==> src/rtl/sdram_wr_arbiter_if.sv <==
// Write-burst bus between two burst writers, the arbiter and sdram_core.
// The master modport is the arbiter's view; slave is the environment's.
interface sdram_wr_arbiter_if #(
  parameter int DATA_BITS = 16,
  parameter int ADDR_BITS = 24,
  parameter int LEN_BITS  = 10
);
  logic                 c0_req;
  logic                 c1_req;
  logic [LEN_BITS-1:0]  c0_len;
  logic [LEN_BITS-1:0]  c1_len;
  logic [ADDR_BITS-1:0] c0_addr;
  logic [ADDR_BITS-1:0] c1_addr;
  logic [DATA_BITS-1:0] c0_data;
  logic [DATA_BITS-1:0] c1_data;
  logic                 c0_data_req;
  logic                 c1_data_req;
  logic                 c0_finish;
  logic                 c1_finish;
  logic                 wr_burst_req;
  logic [LEN_BITS-1:0]  wr_burst_len;
  logic [ADDR_BITS-1:0] wr_burst_addr;
  logic [DATA_BITS-1:0] wr_burst_data;
  logic                 wr_burst_data_req;
  logic                 wr_burst_data_finish;
  logic [1:0]           grant;
  logic                 len_err;

  modport master (
    input  c0_req, c1_req,
    input  c0_len, c1_len,
    input  c0_addr, c1_addr,
    input  c0_data, c1_data,
    output c0_data_req, c1_data_req,
    output c0_finish, c1_finish,
    output wr_burst_req,
    output wr_burst_len,
    output wr_burst_addr,
    output wr_burst_data,
    input  wr_burst_data_req,
    input  wr_burst_data_finish,
    output grant,
    output len_err
  );

  modport slave (
    output c0_req, c1_req,
    output c0_len, c1_len,
    output c0_addr, c1_addr,
    output c0_data, c1_data,
    input  c0_data_req, c1_data_req,
    input  c0_finish, c1_finish,
    input  wr_burst_req,
    input  wr_burst_len,
    input  wr_burst_addr,
    input  wr_burst_data,
    output wr_burst_data_req,
    output wr_burst_data_finish,
    input  grant,
    input  len_err
  );
endinterface

==> src/rtl/sdram_wr_arbiter.sv <==
// Round-robin arbiter sharing the sdram_core write-burst port
// between two burst writers; whole bursts are granted at a time.
module sdram_wr_arbiter #(
  parameter int DATA_BITS = 16,
  parameter int ADDR_BITS = 24,
  parameter int LEN_BITS  = 10
) (
  input  logic               clk,
  input  logic               rst_n,
  sdram_wr_arbiter_if.master bus
);

  localparam int CW = LEN_BITS + 1;

  typedef enum logic [1:0] {
    IDLE,
    ISSUE,
    BURST,
    GAP
  } state_e;

  state_e               state_q;
  logic [1:0]           grant_q;
  logic [1:0]           fin_q;
  logic                 last_q;
  logic                 wreq_q;
  logic                 err_q;
  logic [LEN_BITS-1:0]  len_q;
  logic [ADDR_BITS-1:0] addr_q;
  logic [CW-1:0]        cnt_q;
  logic [CW-1:0]        cnt_d;

  logic                 any_req;
  logic                 pick1;
  logic [1:0]           win_oh;
  logic [LEN_BITS-1:0]  win_len;
  logic [ADDR_BITS-1:0] win_addr;

  assign any_req = bus.c0_req | bus.c1_req;

  // On a tie the client not served last wins.
  assign pick1 = (bus.c0_req & bus.c1_req) ? ~last_q
                                           : bus.c1_req;

  assign win_oh   = pick1 ? 2'b10 : 2'b01;
  assign win_len  = pick1 ? bus.c1_len : bus.c0_len;
  assign win_addr = pick1 ? bus.c1_addr : bus.c0_addr;

  // Saturating beat count including the current strobe.
  always_comb begin
    cnt_d = cnt_q;
    if (bus.wr_burst_data_req && !(&cnt_q)) begin
      cnt_d = cnt_q + {{LEN_BITS{1'b0}}, 1'b1};
    end
  end

  always_ff @(posedge clk or negedge rst_n) begin
    if (!rst_n) begin
      state_q <= IDLE;
      grant_q <= 2'b00;
      fin_q   <= 2'b00;
      last_q  <= 1'b1;
      wreq_q  <= 1'b0;
      err_q   <= 1'b0;
      len_q   <= '0;
      addr_q  <= '0;
      cnt_q   <= '0;
    end else begin
      fin_q <= 2'b00;
      unique case (state_q)
        IDLE: begin
          if (any_req) begin
            grant_q <= win_oh;
            len_q   <= win_len;
            addr_q  <= win_addr;
            cnt_q   <= '0;
            if (win_len == '0) begin
              fin_q   <= win_oh;
              state_q <= GAP;
            end else begin
              state_q <= ISSUE;
            end
          end
        end
        ISSUE: begin
          wreq_q  <= 1'b1;
          state_q <= BURST;
        end
        BURST: begin
          cnt_q <= cnt_d;
          if (bus.wr_burst_data_finish) begin
            wreq_q  <= 1'b0;
            fin_q   <= grant_q;
            state_q <= GAP;
            if (cnt_d != {1'b0, len_q}) begin
              err_q <= 1'b1;
            end
          end
        end
        GAP: begin
          grant_q <= 2'b00;
          last_q  <= grant_q[1];
          state_q <= IDLE;
        end
      endcase
    end
  end

  assign bus.wr_burst_req  = wreq_q;
  assign bus.wr_burst_len  = len_q;
  assign bus.wr_burst_addr = addr_q;
  assign bus.grant         = grant_q;
  assign bus.len_err       = err_q;
  assign bus.c0_finish     = fin_q[0];
  assign bus.c1_finish     = fin_q[1];

  assign bus.c0_data_req = bus.wr_burst_data_req & grant_q[0];
  assign bus.c1_data_req = bus.wr_burst_data_req & grant_q[1];

  assign bus.wr_burst_data =
    ({DATA_BITS{grant_q[0]}} & bus.c0_data) |
    ({DATA_BITS{grant_q[1]}} & bus.c1_data);

endmodule
==> src/flat_wrapper.sv <==
// flat-port wrapper written by rule: the top's interface ports become plain ports
module sdram_wr_arbiter_flat 
#(
  parameter int DATA_BITS = 16,
  parameter int ADDR_BITS = 24,
  parameter int LEN_BITS  = 10
)
  (clk, rst_n, bus_c0_req, bus_c1_req, bus_c0_len, bus_c1_len, bus_c0_addr, bus_c1_addr, bus_c0_data, bus_c1_data, bus_c0_data_req, bus_c1_data_req, bus_c0_finish, bus_c1_finish, bus_wr_burst_req, bus_wr_burst_len, bus_wr_burst_addr, bus_wr_burst_data, bus_wr_burst_data_req, bus_wr_burst_data_finish, bus_grant, bus_len_err);
  sdram_wr_arbiter_if #(.DATA_BITS(DATA_BITS), .ADDR_BITS(ADDR_BITS), .LEN_BITS(LEN_BITS)) bus_i ();
  input  logic clk;
  input  logic rst_n;
  input wire logic [$bits(bus_i.c0_req)-1:0] bus_c0_req;
  input wire logic [$bits(bus_i.c1_req)-1:0] bus_c1_req;
  input wire logic [$bits(bus_i.c0_len)-1:0] bus_c0_len;
  input wire logic [$bits(bus_i.c1_len)-1:0] bus_c1_len;
  input wire logic [$bits(bus_i.c0_addr)-1:0] bus_c0_addr;
  input wire logic [$bits(bus_i.c1_addr)-1:0] bus_c1_addr;
  input wire logic [$bits(bus_i.c0_data)-1:0] bus_c0_data;
  input wire logic [$bits(bus_i.c1_data)-1:0] bus_c1_data;
  output wire logic [$bits(bus_i.c0_data_req)-1:0] bus_c0_data_req;
  output wire logic [$bits(bus_i.c1_data_req)-1:0] bus_c1_data_req;
  output wire logic [$bits(bus_i.c0_finish)-1:0] bus_c0_finish;
  output wire logic [$bits(bus_i.c1_finish)-1:0] bus_c1_finish;
  output wire logic [$bits(bus_i.wr_burst_req)-1:0] bus_wr_burst_req;
  output wire logic [$bits(bus_i.wr_burst_len)-1:0] bus_wr_burst_len;
  output wire logic [$bits(bus_i.wr_burst_addr)-1:0] bus_wr_burst_addr;
  output wire logic [$bits(bus_i.wr_burst_data)-1:0] bus_wr_burst_data;
  input wire logic [$bits(bus_i.wr_burst_data_req)-1:0] bus_wr_burst_data_req;
  input wire logic [$bits(bus_i.wr_burst_data_finish)-1:0] bus_wr_burst_data_finish;
  output wire logic [$bits(bus_i.grant)-1:0] bus_grant;
  output wire logic [$bits(bus_i.len_err)-1:0] bus_len_err;
  assign bus_i.c0_req = bus_c0_req;
  assign bus_i.c1_req = bus_c1_req;
  assign bus_i.c0_len = bus_c0_len;
  assign bus_i.c1_len = bus_c1_len;
  assign bus_i.c0_addr = bus_c0_addr;
  assign bus_i.c1_addr = bus_c1_addr;
  assign bus_i.c0_data = bus_c0_data;
  assign bus_i.c1_data = bus_c1_data;
  assign bus_c0_data_req = bus_i.c0_data_req;
  assign bus_c1_data_req = bus_i.c1_data_req;
  assign bus_c0_finish = bus_i.c0_finish;
  assign bus_c1_finish = bus_i.c1_finish;
  assign bus_wr_burst_req = bus_i.wr_burst_req;
  assign bus_wr_burst_len = bus_i.wr_burst_len;
  assign bus_wr_burst_addr = bus_i.wr_burst_addr;
  assign bus_wr_burst_data = bus_i.wr_burst_data;
  assign bus_i.wr_burst_data_req = bus_wr_burst_data_req;
  assign bus_i.wr_burst_data_finish = bus_wr_burst_data_finish;
  assign bus_grant = bus_i.grant;
  assign bus_len_err = bus_i.len_err;
  sdram_wr_arbiter #(.DATA_BITS(DATA_BITS), .ADDR_BITS(ADDR_BITS), .LEN_BITS(LEN_BITS)) u_core (.clk(clk), .rst_n(rst_n), .bus(bus_i));
endmodule
==> config.mk <==
export PLATFORM = sky130hd
export DESIGN_NAME = sdram_wr_arbiter_flat
export DESIGN_NICKNAME = d
export VERILOG_FILES = /design/src/rtl/sdram_wr_arbiter_if.sv /design/src/rtl/sdram_wr_arbiter.sv /design/src/flat_wrapper.sv
export SDC_FILE = /design/constraint.sdc
export NUM_CORES = 1
export LEC_CHECK = 0
export ABC_AREA = 1
export BUFFER_PORTS_ARGS = -buffer_cell sky130_fd_sc_hd__clkbuf_2
export CAP_MARGIN = 20
export CORE_ASPECT_RATIO = 0.5
export CORE_MARGIN = 8
export CORE_UTILIZATION = 40
export DETAILED_ROUTE_END_ITERATION = 6
export GPL_TIMING_DRIVEN = 0
export PLACE_DENSITY = 0.69
export SKIP_LAST_GASP = 1
export SLEW_MARGIN = 20
export SYNTH_ARGS = -nofsm -noshare
export SYNTH_HDL_FRONTEND = slang
export SYNTH_SLANG_ARGS = --single-unit
==> constraint.sdc <==
create_clock -name clk -period 3.35 [get_ports clk]
set_input_delay 0.67 -clock clk [delete_from_list [all_inputs] [get_ports clk]]
set_output_delay 0.67 -clock clk [all_outputs]
set_load 0.05 [all_outputs]
==> results of run 1 <==
stage by stage:
step | worst slack (ps) | util [%]
CTS | 820.7 | 54.67
detailed placement | 1069 | 52.80
global placement | 1074 | 52.76
floorplan | 996.4 | -
finish | 822.4 | 54.67
global route | 711.5 | 54.67
cells in the final DEF, fill, tap and decap left out, types with 2 or more instances in the layout:
cell type | netlist | routed
nor2_4 | 2 | 2
ha_1 | 5 | 5
clkbuf_16 | 0 | 5
clkbuf_1 | 13 | 14
o21ai_0 | 14 | 14
a31oi_1 | 2 | 2
mux2i_1 | 5 | 5
nor3_1 | 3 | 3
xnor3_1 | 2 | 2
buf_2 | 3 | 3
clkbuf_2 | 0 | 162
nand2_2 | 3 | 3
nand3b_1 | 2 | 2
nor2_1 | 17 | 17
dfrtp_1 | 53 | 53
o22ai_1 | 14 | 14
nand4_1 | 4 | 4
nand3_1 | 92 | 92
a22o_1 | 16 | 16
nand2_1 | 106 | 106
buf_1 | 6 | 6
xor2_1 | 3 | 3
inv_1 | 33 | 33
o21a_1 | 2 | 2
inv_2 | 4 | 4
a21oi_1 | 2 | 2
final timing paths:
| kind | depth (start not counted) | slack (ps) | end | start |
|---|---|---|---|---|
| max | 4 | 820 | bus_wr_burst_data[10] | u_core.bus.grant[0] |
| min | 1 | 460 | u_core.bus.wr_burst_addr[10] | rst_n |
| max reg2reg | 8 | 1130 | u_core.cnt_q[4] | u_core.state_q[0] |
| min reg2reg | 2 | 470 | u_core.bus.len_err | u_core.bus.len_err |
| max in group asynchronous | 1 | 2380 | u_core.cnt_q[2] | rst_n |
| min in group clk | 2 | 470 | u_core.bus.len_err | u_core.bus.len_err |
state kept, by name (all words and copies together) (netlist names):
signal	flops
u_core.cnt_q	11
u_core.state_q	2
u_core.last_q	1
u_core.bus.wr_burst_req	1
u_core.bus.len_err	1
u_core.bus.grant	2
u_core.fin_q	2
u_core.bus.wr_burst_addr	24
u_core.bus.wr_burst_len	10
worst max-delay path, cell delays in order, from the launching register on:
cell      delay (ps)
dfrtp_1          340
clkbuf_1         310
buf_1            390
a22o_1           240
clkbuf_2         280
cell type report:
| cell class | instances | area [sq um] | share of cell area [%] |
|---|---|---|---|
| flip-flops and latches | 54 | 1353 | 31.49 |
| inverters | 37 | 138.9 | 3.233 |
| plain buffers | 23 | 97.59 | 2.272 |
| clock buffers | 7 | 142.6 | 3.321 |
| multi-input cells | 301 | 1600 | 37.26 |
| well taps | 112 | 140.1 | 3.262 |
| repair buffers | 163 | 818.3 | 19.05 |
| clock inverters | 1 | 5.005 | 0.1165 |
where the power goes:
part           switching, mW  internal [mW]  total, mW
sequential             0.193          0.921       1.11
clock                  0.229          0.297      0.527
combinational           1.97          0.666       2.64
logic make-up (layout without fill, tap and decap cells):
group	after synthesis	count (layout)
simple gates	234	234
fa+ha+maj	5	5
flops	54	54
compound gates	51	51
xor+xnor	6	6
mux	5	5
buf+inv	60	231
layer usage:
metal | GRT usage (%) | wire [microns]
met1 | 22.81 | 4589
met2 | 32.18 | 5208
met3 | 3.828 | 380
met4 | 4.888 | 199
met5 | 0 | 0
==> impl_results.md, run 1 <==
* Die Y at 79.14 microns
* Min-Delay Path Class: input port to async pin
* Drt wl/cell at between 10 and 15 microns
* Initial Utilization at between 40% and 50%
* Xor-xnor portion of the synthesized cell area at between 2 and 3%
* Syn-to-layout area delta at 34.68%
* Post-synth EDFFs at 0
* Post-synthesis async set-or-reset flop share at 100.0%
* IO buf count at about 160
* Routability Congestion at 0.8438
* Multiplexer share of the synthesized area at between 1.5 and 2%
* Num CTS Buffers at 5
* CTS Buffer Depth at 2
* Avg Cell Area, Syn at between 7 and 8 sq um
* Fillcell total at between 700 and 800
* Largest family of logic cells by synthesized area: simple AND/OR/NAND/NOR gates
* TritonRoute pass-1 iters at 4
* Detailed Route WL at roughly 10000 microns
* Root Buffer: clkbuf_16
* Post-synth cell types at 33
* Initial DRC count at around 190
* Worst Skew at 6.565 ps
* Relative slew slack at between 40% and 50%
* Cell leakage power at 2.318 nW
* Critical Path Sink Type: output port
* Adder-cell share of the synthesized area at under 10%
* Syn Nets at 526
* Top cell type by total area after synthesis: dfrtp_1
* Post-CTS setup repair buffer count at 0
* Synth area leaders: dfrtp_1 42%, nand3_1 14%, nand2_1 12%
* Min Tclk post-route at roughly 2500 ps
* Pwr dens at 995.7 mW/mm^2
* Run status: complete, no violations
* Part of the cycle the worst path needs at between 70 and 80%
* Cell Area, Placed at 0.004148 sq mm
* Die width at 142.3 microns
* Critical path class: flip-flop to output port
* Count leader, synth: nand2_1
* Core box area at 0.007856 sq mm
* Synth top cells by count: 106 x nand2_1, 92 x nand3_1, 53 x dfrtp_1
* Final Hold Viols at 0
* Worst vdd ir at between 500 and 600 uV
* RSZ-0062 raised after global routing: false
* Final setup fails at 0
* First-pass GRT wire length at roughly 17000 microns
* CP required at approximately 2700 ps
* GRT Residual Overflow at 0
* Synth Cell Area at ~0.0032 sq mm
* Layout cells sized above 1 at between 30% and 40%
* HPWL after DPL at ~8200 microns
* Setup TNS Final at 0 ps
* Vias in the first global route at roughly 3500
* Largest net degree at the start of global routing at between 50 and 60
* Worst slew pin tran at ~760 ps
* Mapped Cells at 415
* Clock slew at reported path FFs at approximately 70 ps
* Fmax at 395.6 MHz
* Clock sinks at 54
* Number of vias per cell at roughly 4.9
* Dominant synthesized flop cell: dfrtp_1
* Number of placed cells counting well taps at 690
* Startpoint Class: flip-flop
* Max Cap Viol at 0
* Max-slew violations at 0
* CTS tree: done
* WHS at 456.7 ps
* Synth warn at 0
* Crit Path Max Fanout at 10
* Post-synthesis compound-gate area fraction at 10.75%
* Overall Power at around 4.3 mW
* Simple-Gate Fraction of Synth Area at roughly 33%
* Ant. Diodes at 0
* Worst EP arrival at 1860 ps
* I/O pin cnt at between 150 and 200
* Hold_buf cts at 0
* GR Util All Layers at 18.40%
* Post-DRT Antenna Nets at 0
* Post-synth top area share at between 40% and 50%
* Clk_lat worst skew at 290 ps
* Sequential area share after synthesis at 42.41%
* Initial antenna violation count at 0
* Htree depth at 2
* Nets@finish at 696
* Die ar. at between 0.01 and 0.015 sq mm
* Vias at 3417
* Post-Layout Cell Count at approximately 700
* Final Cell Area at 0.004295 sq mm
* Resize count post-CTS at 0
* Yosys reg bits at between 50 and 60
* Core Rows at 23
* Drc violations at 0
(Power assumes the default switching activity.)
==> inputs of run 2 (changes only) <==
Settings changed: ABC_AREA 1 to 0.
Clock period 3.35 ns to 2.35 ns, I/O delays scaled along.
==> impl_results.md, run 2 <==
* Vias at about 3200
* Cell leakage power at about 2.2 nW
* P_int at approximately 2.9 mW
* I/O pin cnt at between 150 and 200
* Met3 routed WL at between 400 and 500 microns
* Logic pwr share at 60.6%
* Most frequent cells in the layout: 165 x clkbuf_2, 51 x dfrtp_1, 31 x nand2_1, 29 x inv_1
* CP max stage delay at between 400 and 500 ps
* Die ar. at around 0.011 sq mm
* Part of the cycle the worst path needs at a little over nine tenths
* Area of the multi-input gates at ~0.0016 sq mm
* Initial DRC count at ~260
* Drc violations at 4
* Core Rows at 23
* Post-DRT Antenna Nets at 0
* Synth Cell Area at between 0.003 and 0.004 sq mm
* Run status: finished with violations
* Fmax at 440.9 MHz
* Syn Nets at roughly 450
* CP required at 2510 ps
* Vias in the first global route at around 3300
* Syn-to-layout area delta at 36.70%
* Die width at between 100 and 150 microns
* Overall Power at about 6.3 mW
* Startpoint Class: flip-flop
* Fillcell total at about 730
* Post-synth top area share at 41.65%
* Count leader, synth: dfrtp_1
* Initial antenna violation count at 0
* Post-synthesis async set-or-reset flop share at 100.0%
* TritonRoute pass-1 iters at 7
* Switching share of power at 53.76%
* Synth top cells by count: 53 x dfrtp_1, 31 x nand2_1, 29 x inv_1
* Clk pwr share at 13.5%
* Net Sw Power at 3.367 mW
* Top cell type by total area after synthesis: dfrtp_1
* Max Cap Viol at 0
* Top sig layer: met4
* Yosys reg bits at between 50 and 60
* Avg Cell Area, Syn at 9.534 sq um
* Multiplexer share of the synthesized area at ~4.2%
* Metal-1 WL at approximately 4200 microns
* Failing checks: design-rule violations
* Crit Path Max Fanout at 8
* Worst vdd ir at about 800 uV
* CTS Buffer Depth at 2
* Final setup fails at 0
* Critical path class: flip-flop to flip-flop
* Worst path slowest cell: dfrtp_2
* Nets@finish at between 600 and 700
* Relative slew slack at 50.21%
* Register area at around 0.0014 sq mm
* Worst EP arrival at approximately 2400 ps
* Detailed Route WL at about 10000 microns
* Clk_lat worst skew at ~300 ps
* HPWL after DPL at between 7000 and 8000 microns
* Sequential power share at 25.9%
* Initial Utilization at between 40% and 50%
* Largest family of logic cells by synthesized area: compound AO/OA/AOI/OAI gates
* Routability Congestion at 0.8617
* First-pass GRT wire length at approximately 16000 microns
* Synth warn at 0
* Critical Path Sink Type: flip-flop
* Htree depth at 2
* Worst Skew at 5.502 ps
* GR Util All Layers at between 15 and 20%
* Final Hold Viols at 0
* Core box area at 0.007856 sq mm
* Die Y at between 70 and 80 microns
* RSZ-0062 raised after global routing: false
* Ant. Diodes at 0
* Number of placed cells counting well taps at 608
* Crit path cell chain: ha_4 > and4_1 > buf_6 > a22o_1 > a2111oi_2 > nand3_1 > nor4_2 > a31oi_1
* Reg2reg path depth at 8
* Synth area leaders: dfrtp_1 42%, a222oi_1 7.5%, a22o_1 5.5%
* Met2 WL at roughly 5200 microns
* Reg2Reg Launch Point: u_core.cnt_q[1]
* Xor-xnor portion of the synthesized cell area at 3.576%
* Mapped Cells at about 330
* Post-Layout Cell Count at 618
* Hold_buf cts at 0
* Largest register FFs at 24
* Post-synth cell types at between 50 and 60
* Dominant synthesized flop cell: dfrtp_1
* Root Buffer: clkbuf_16
* IO buf count at 162
* Layout cells sized above 1 at 40.32%
* GRT Residual Overflow at 0
* Drt wl/cell at around 16 microns
* R2R Setup Slk at ~82 ps
* Adder-cell share of the synthesized area at between 1.5 and 2%
* Sequential area share after synthesis at between 40% and 50%
* Min Tclk post-route at between 2000 and 2500 ps
* Min-Delay Path Class: input port to async pin
* Pwr dens at 1439 mW/mm^2
* Num CTS Buffers at 5
* Worst R2R End: u_core.bus.len_err
* Clock sinks at 54
* Post-synthesis compound-gate area fraction at 25.42%
* CTS tree: done
* Number of vias per cell at around 5.2
* Worst slew pin tran at roughly 750 ps
* Largest net degree at the start of global routing at between 50 and 60
* Clock slew at reported path FFs at 70 ps
* Simple-Gate Fraction of Synth Area at between 15 and 20%
* Max-slew violations at 0
* Most common cell after layout, fill and taps aside: clkbuf_2
* Post-synth EDFFs at 0
[run 2: metrics by stage]
step                area, sq um  setup slack, ps  utilization (%)  setup TNS (ps)  hold WS [ps]
floorplan                  3184            170.8                -               0         174.4
global placement           4135           -84.75            52.64          -84.75         490.5
detailed placement         4138           -88.75            52.67          -88.75         494.0
CTS                        4319            23.06            54.98               0         286.6
global route               4353            1.250            55.41               0         326.5
finish                     4353            82.10            55.41               0         258.5
[run 2: layer usage]
layer | vias up | track usage [%]
li1 | 1583 | -
met1 | 1526 | 20.74
met2 | 76 | 31.52
met3 | 12 | 4.665
met4 | 0 | 4.888
met5 | - | 0
[run 2: how the worst max path moves through the flow]
stage                             start                    end  slack, ps  cells past startpoint
finish                  u_core.cnt_q[1]     u_core.bus.len_err         80                      8
global route          u_core.state_q[0]        u_core.cnt_q[6]          1                      8
CTS                     u_core.cnt_q[1]     u_core.bus.len_err         20                      8
detailed placement      u_core.cnt_q[0]     u_core.bus.len_err        -90                      8
global placement        u_core.cnt_q[0]     u_core.bus.len_err        -80                      8
floorplan           u_core.bus.grant[0]  bus_wr_burst_data[10]        170                      3
[run 2: repair_timing]
action                                  CTS  global route
resized for setup                         4             9
pin swaps                                 0             2
endpoints found under the setup margin    7            22
gates cloned                              0             0
buffers inserted                          0             2
[run 2: area by class of cell]
| type | count | area share, % |
|---|---|---|
| multi-input combinational | 227 | 37.40 |
| sequential | 54 | 31.13 |
| timing repair buffer | 164 | 19.03 |
| tap | 112 | 3.219 |
| clock buffer | 6 | 2.961 |
| buffer | 24 | 2.874 |
| inverter | 29 | 2.501 |
| clock inverter | 2 | 0.8911 |
[run 2: cell families after synthesis]
logic type                 Yosys count
AOI/OAI and AO/OA                  106
and+or+nand+nor                     90
DFF                                 54
buffers and inverters               53
xor gates and xnor gates            13
muxes                               13
adders and majority gates            5
[run 2: power groups by stage]
stage,clock [mW],combinational [mW],sequential [mW]
2_1_floorplan,0,1.73,2.68
3_3_place_gp,0,3.71,1.62
3_5_place_dp,0,3.75,1.63
4_1_cts,0.863,3.77,1.62
5_1_grt,0.908,4.06,1.66
6_report,0.846,3.79,1.62
[run 2: worst max-delay path, delay by kind of cell, from the launching register on]
kind            cells  cell delay [ps]
compound gates      3              710
simple gates        3              650
flops               1              440
fa+ha+maj           1              200
buf+inv             1              130
==> inputs of run 3 (changes only) <==
Settings changed: CORE_UTILIZATION 40 to 46, PLACE_DENSITY 0.69 to 0.78.
==> impl_results.md, run 3 (synthesis results as in run 2) <==
* Area of the multi-input gates at roughly 0.0016 sq mm
* Crit path cell chain: clkbuf_1 > buf_2 > a22o_1 > clkbuf_2
* Post-DRT Antenna Nets at 0
* IO buf count at ~160
* Min Tclk post-route at 2234 ps
* GR Util All Layers at 19.57%
* Clk pwr share at between 10% and 20%
* Layout cells sized above 1 at 40.63%
* CTS Buffer Depth at 2
* I/O pin cnt at about 160
* Num CTS Buffers at 5
* Relative slew slack at slightly above 50%
* Min-Delay Path Class: input port to async pin
* Core box area at between 0.006 and 0.007 sq mm
* CP Capture Point: bus_wr_burst_data[13]
* Initial antenna violation count at 0
* Ant. Diodes at 0
* Drt wl/cell at ~17 microns
* Die Y at 74.83 microns
* R2R Setup Slk at between 100 and 150 ps
* CP delay by family, top: buffers and inverters
* Worst R2R End: u_core.bus.len_err
* Part of the cycle the worst path needs at a little over nine tenths
* Place WS at -71.44 ps
* Crit path buf inv count at 3
* Switching share of power at a little over half
* Worst EP arrival at approximately 1800 ps
* Worst path slowest cell: dfrtp_1
* Critical path class: flip-flop to output port
* GRT Residual Overflow at 0
* Vias in the first global route at ~3300
* First-pass GRT wire length at 16170 microns
* Most frequent cells in the layout: 165 x clkbuf_2, 51 x dfrtp_1, 31 x nand2_1, 29 x inv_1
* Reg2reg path depth at 8
* Critical path depth in cells at 4
* CP required at 1880 ps
* Largest net degree at the start of global routing at 55
* Htree depth at 2
* Routability Congestion at between 0.8 and 0.9
* WHS at about 260 ps
* Worst Slack Setup Final at 115.9 ps
* Critical Path Sink Type: output port
* Net Sw Power at 3.397 mW
* Logic pwr share at 60.8%
* CTS tree: done
* Crit Path Max Fanout at 10
* Clk_lat worst skew at approximately 290 ps
* Reg2Reg Launch Point: u_core.cnt_q[0]
* Die ar. at 0.01000 sq mm
* Final Hold Viols at 0
* Worst Skew at 7.897 ps
* Max-slew violations at 0
* CP max stage delay at around 370 ps
* Worst slew pin tran at between 700 and 800 ps
* Drc violations at 3
* Clock slew at reported path FFs at ~70 ps
* Crit path from: u_core.bus.grant[0]
* Vias at roughly 3300
* Most common cell after layout, fill and taps aside: clkbuf_2
* Fmax at approximately 450 MHz
* Worst vdd ir at between 700 and 800 uV
* P_int at about 2.9 mW
* Sequential power share at around a quarter
* Root Buffer: clkbuf_16
* Syn-to-layout area delta at 36.58%
* Number of vias per cell at ~5.5
* Run status: finished with violations
* Startpoint Class: flip-flop
* Final setup fails at 0
* Cell leakage power at 2.223 nW
* Initial Utilization at approximately 48%
* Register area at 0.001355 sq mm
* Overall Power at around 6.3 mW
* Largest register FFs at 24
* Fillcell total at 585
* Pwr dens at around 1400 mW/mm^2
* Detailed Route WL at just over 10000 microns
* Initial DRC count at 346
* Nets@finish at 617
* HPWL after DPL at 8054 microns
* Core Rows at 21
* Die width at approximately 130 microns
* RSZ-0062 raised after global routing: false
* Max Cap Viol at 0
* Clock sinks at 54
* Failing checks: design-rule violations
* TritonRoute pass-1 iters at 7
-- run 3: what timing repair did --
item	in CTS	in global routing
hold buffers	0	0
setup buffers	0	3
gates resized for setup	3	10
hold endpoints to repair	0	0
endpoints found under the setup margin	3	24
pin swaps	0	3
-- run 3: worst min-delay path by stage --
stage | endpoint | start | slack, ps | cells past startpoint
after global placement | u_core.bus.wr_burst_addr[19] | u_core.bus.wr_burst_addr[19] | 490 | 2
after floorplan | u_core.bus.grant[0] | rst_n | 170 | 0
after global routing | u_core.bus.wr_burst_addr[19] | rst_n | 330 | 1
final | u_core.bus.wr_burst_len[3] | rst_n | 260 | 1
after detailed placement | u_core.bus.wr_burst_addr[21] | u_core.bus.wr_burst_addr[21] | 490 | 2
after CTS | u_core.state_q[1] | rst_n | 290 | 1
-- run 3: final cells by class --
| type | count | share of cell area (%) |
|---|---|---|
| well taps | 92 | 2.647 |
| clock buffers | 5 | 2.877 |
| multi-input cells | 227 | 37.63 |
| clock inverters | 3 | 1.093 |
| plain buffers | 24 | 2.877 |
| repair buffers | 165 | 19.22 |
| inverters | 29 | 2.503 |
| flip-flops and latches | 54 | 31.16 |
-- run 3: power groups by stage --
stage	clock (mW)	sequential (mW)	combinational, mW
floorplan	0	2.68	1.73
global placement	0	1.60	3.71
detailed placement	0	1.61	3.74
CTS	0.863	1.60	3.77
global route	0.915	1.66	4.11
finish	0.855	1.62	3.83
-- run 3: metal layers --
metal	up-vias	share of wire (%)	global-route usage (%)
li1	1595	-	-
met1	1595	42	23.80
met2	99	52	35.62
met3	14	4.9	4.061
met4	0	1.1	4.316
met5	-	0	0
-- run 3: stage by stage --
stage               setup TNS, ps  std cells  utilization [%]  area [sq um]
floorplan                       0        334                -          3184
global placement           -74.95        588            61.34          4110
detailed placement         -71.44        588            61.38          4113
CTS                             0        596            64.11          4295
global route                    0        599            64.91          4349
finish                          0        599            64.91          4349
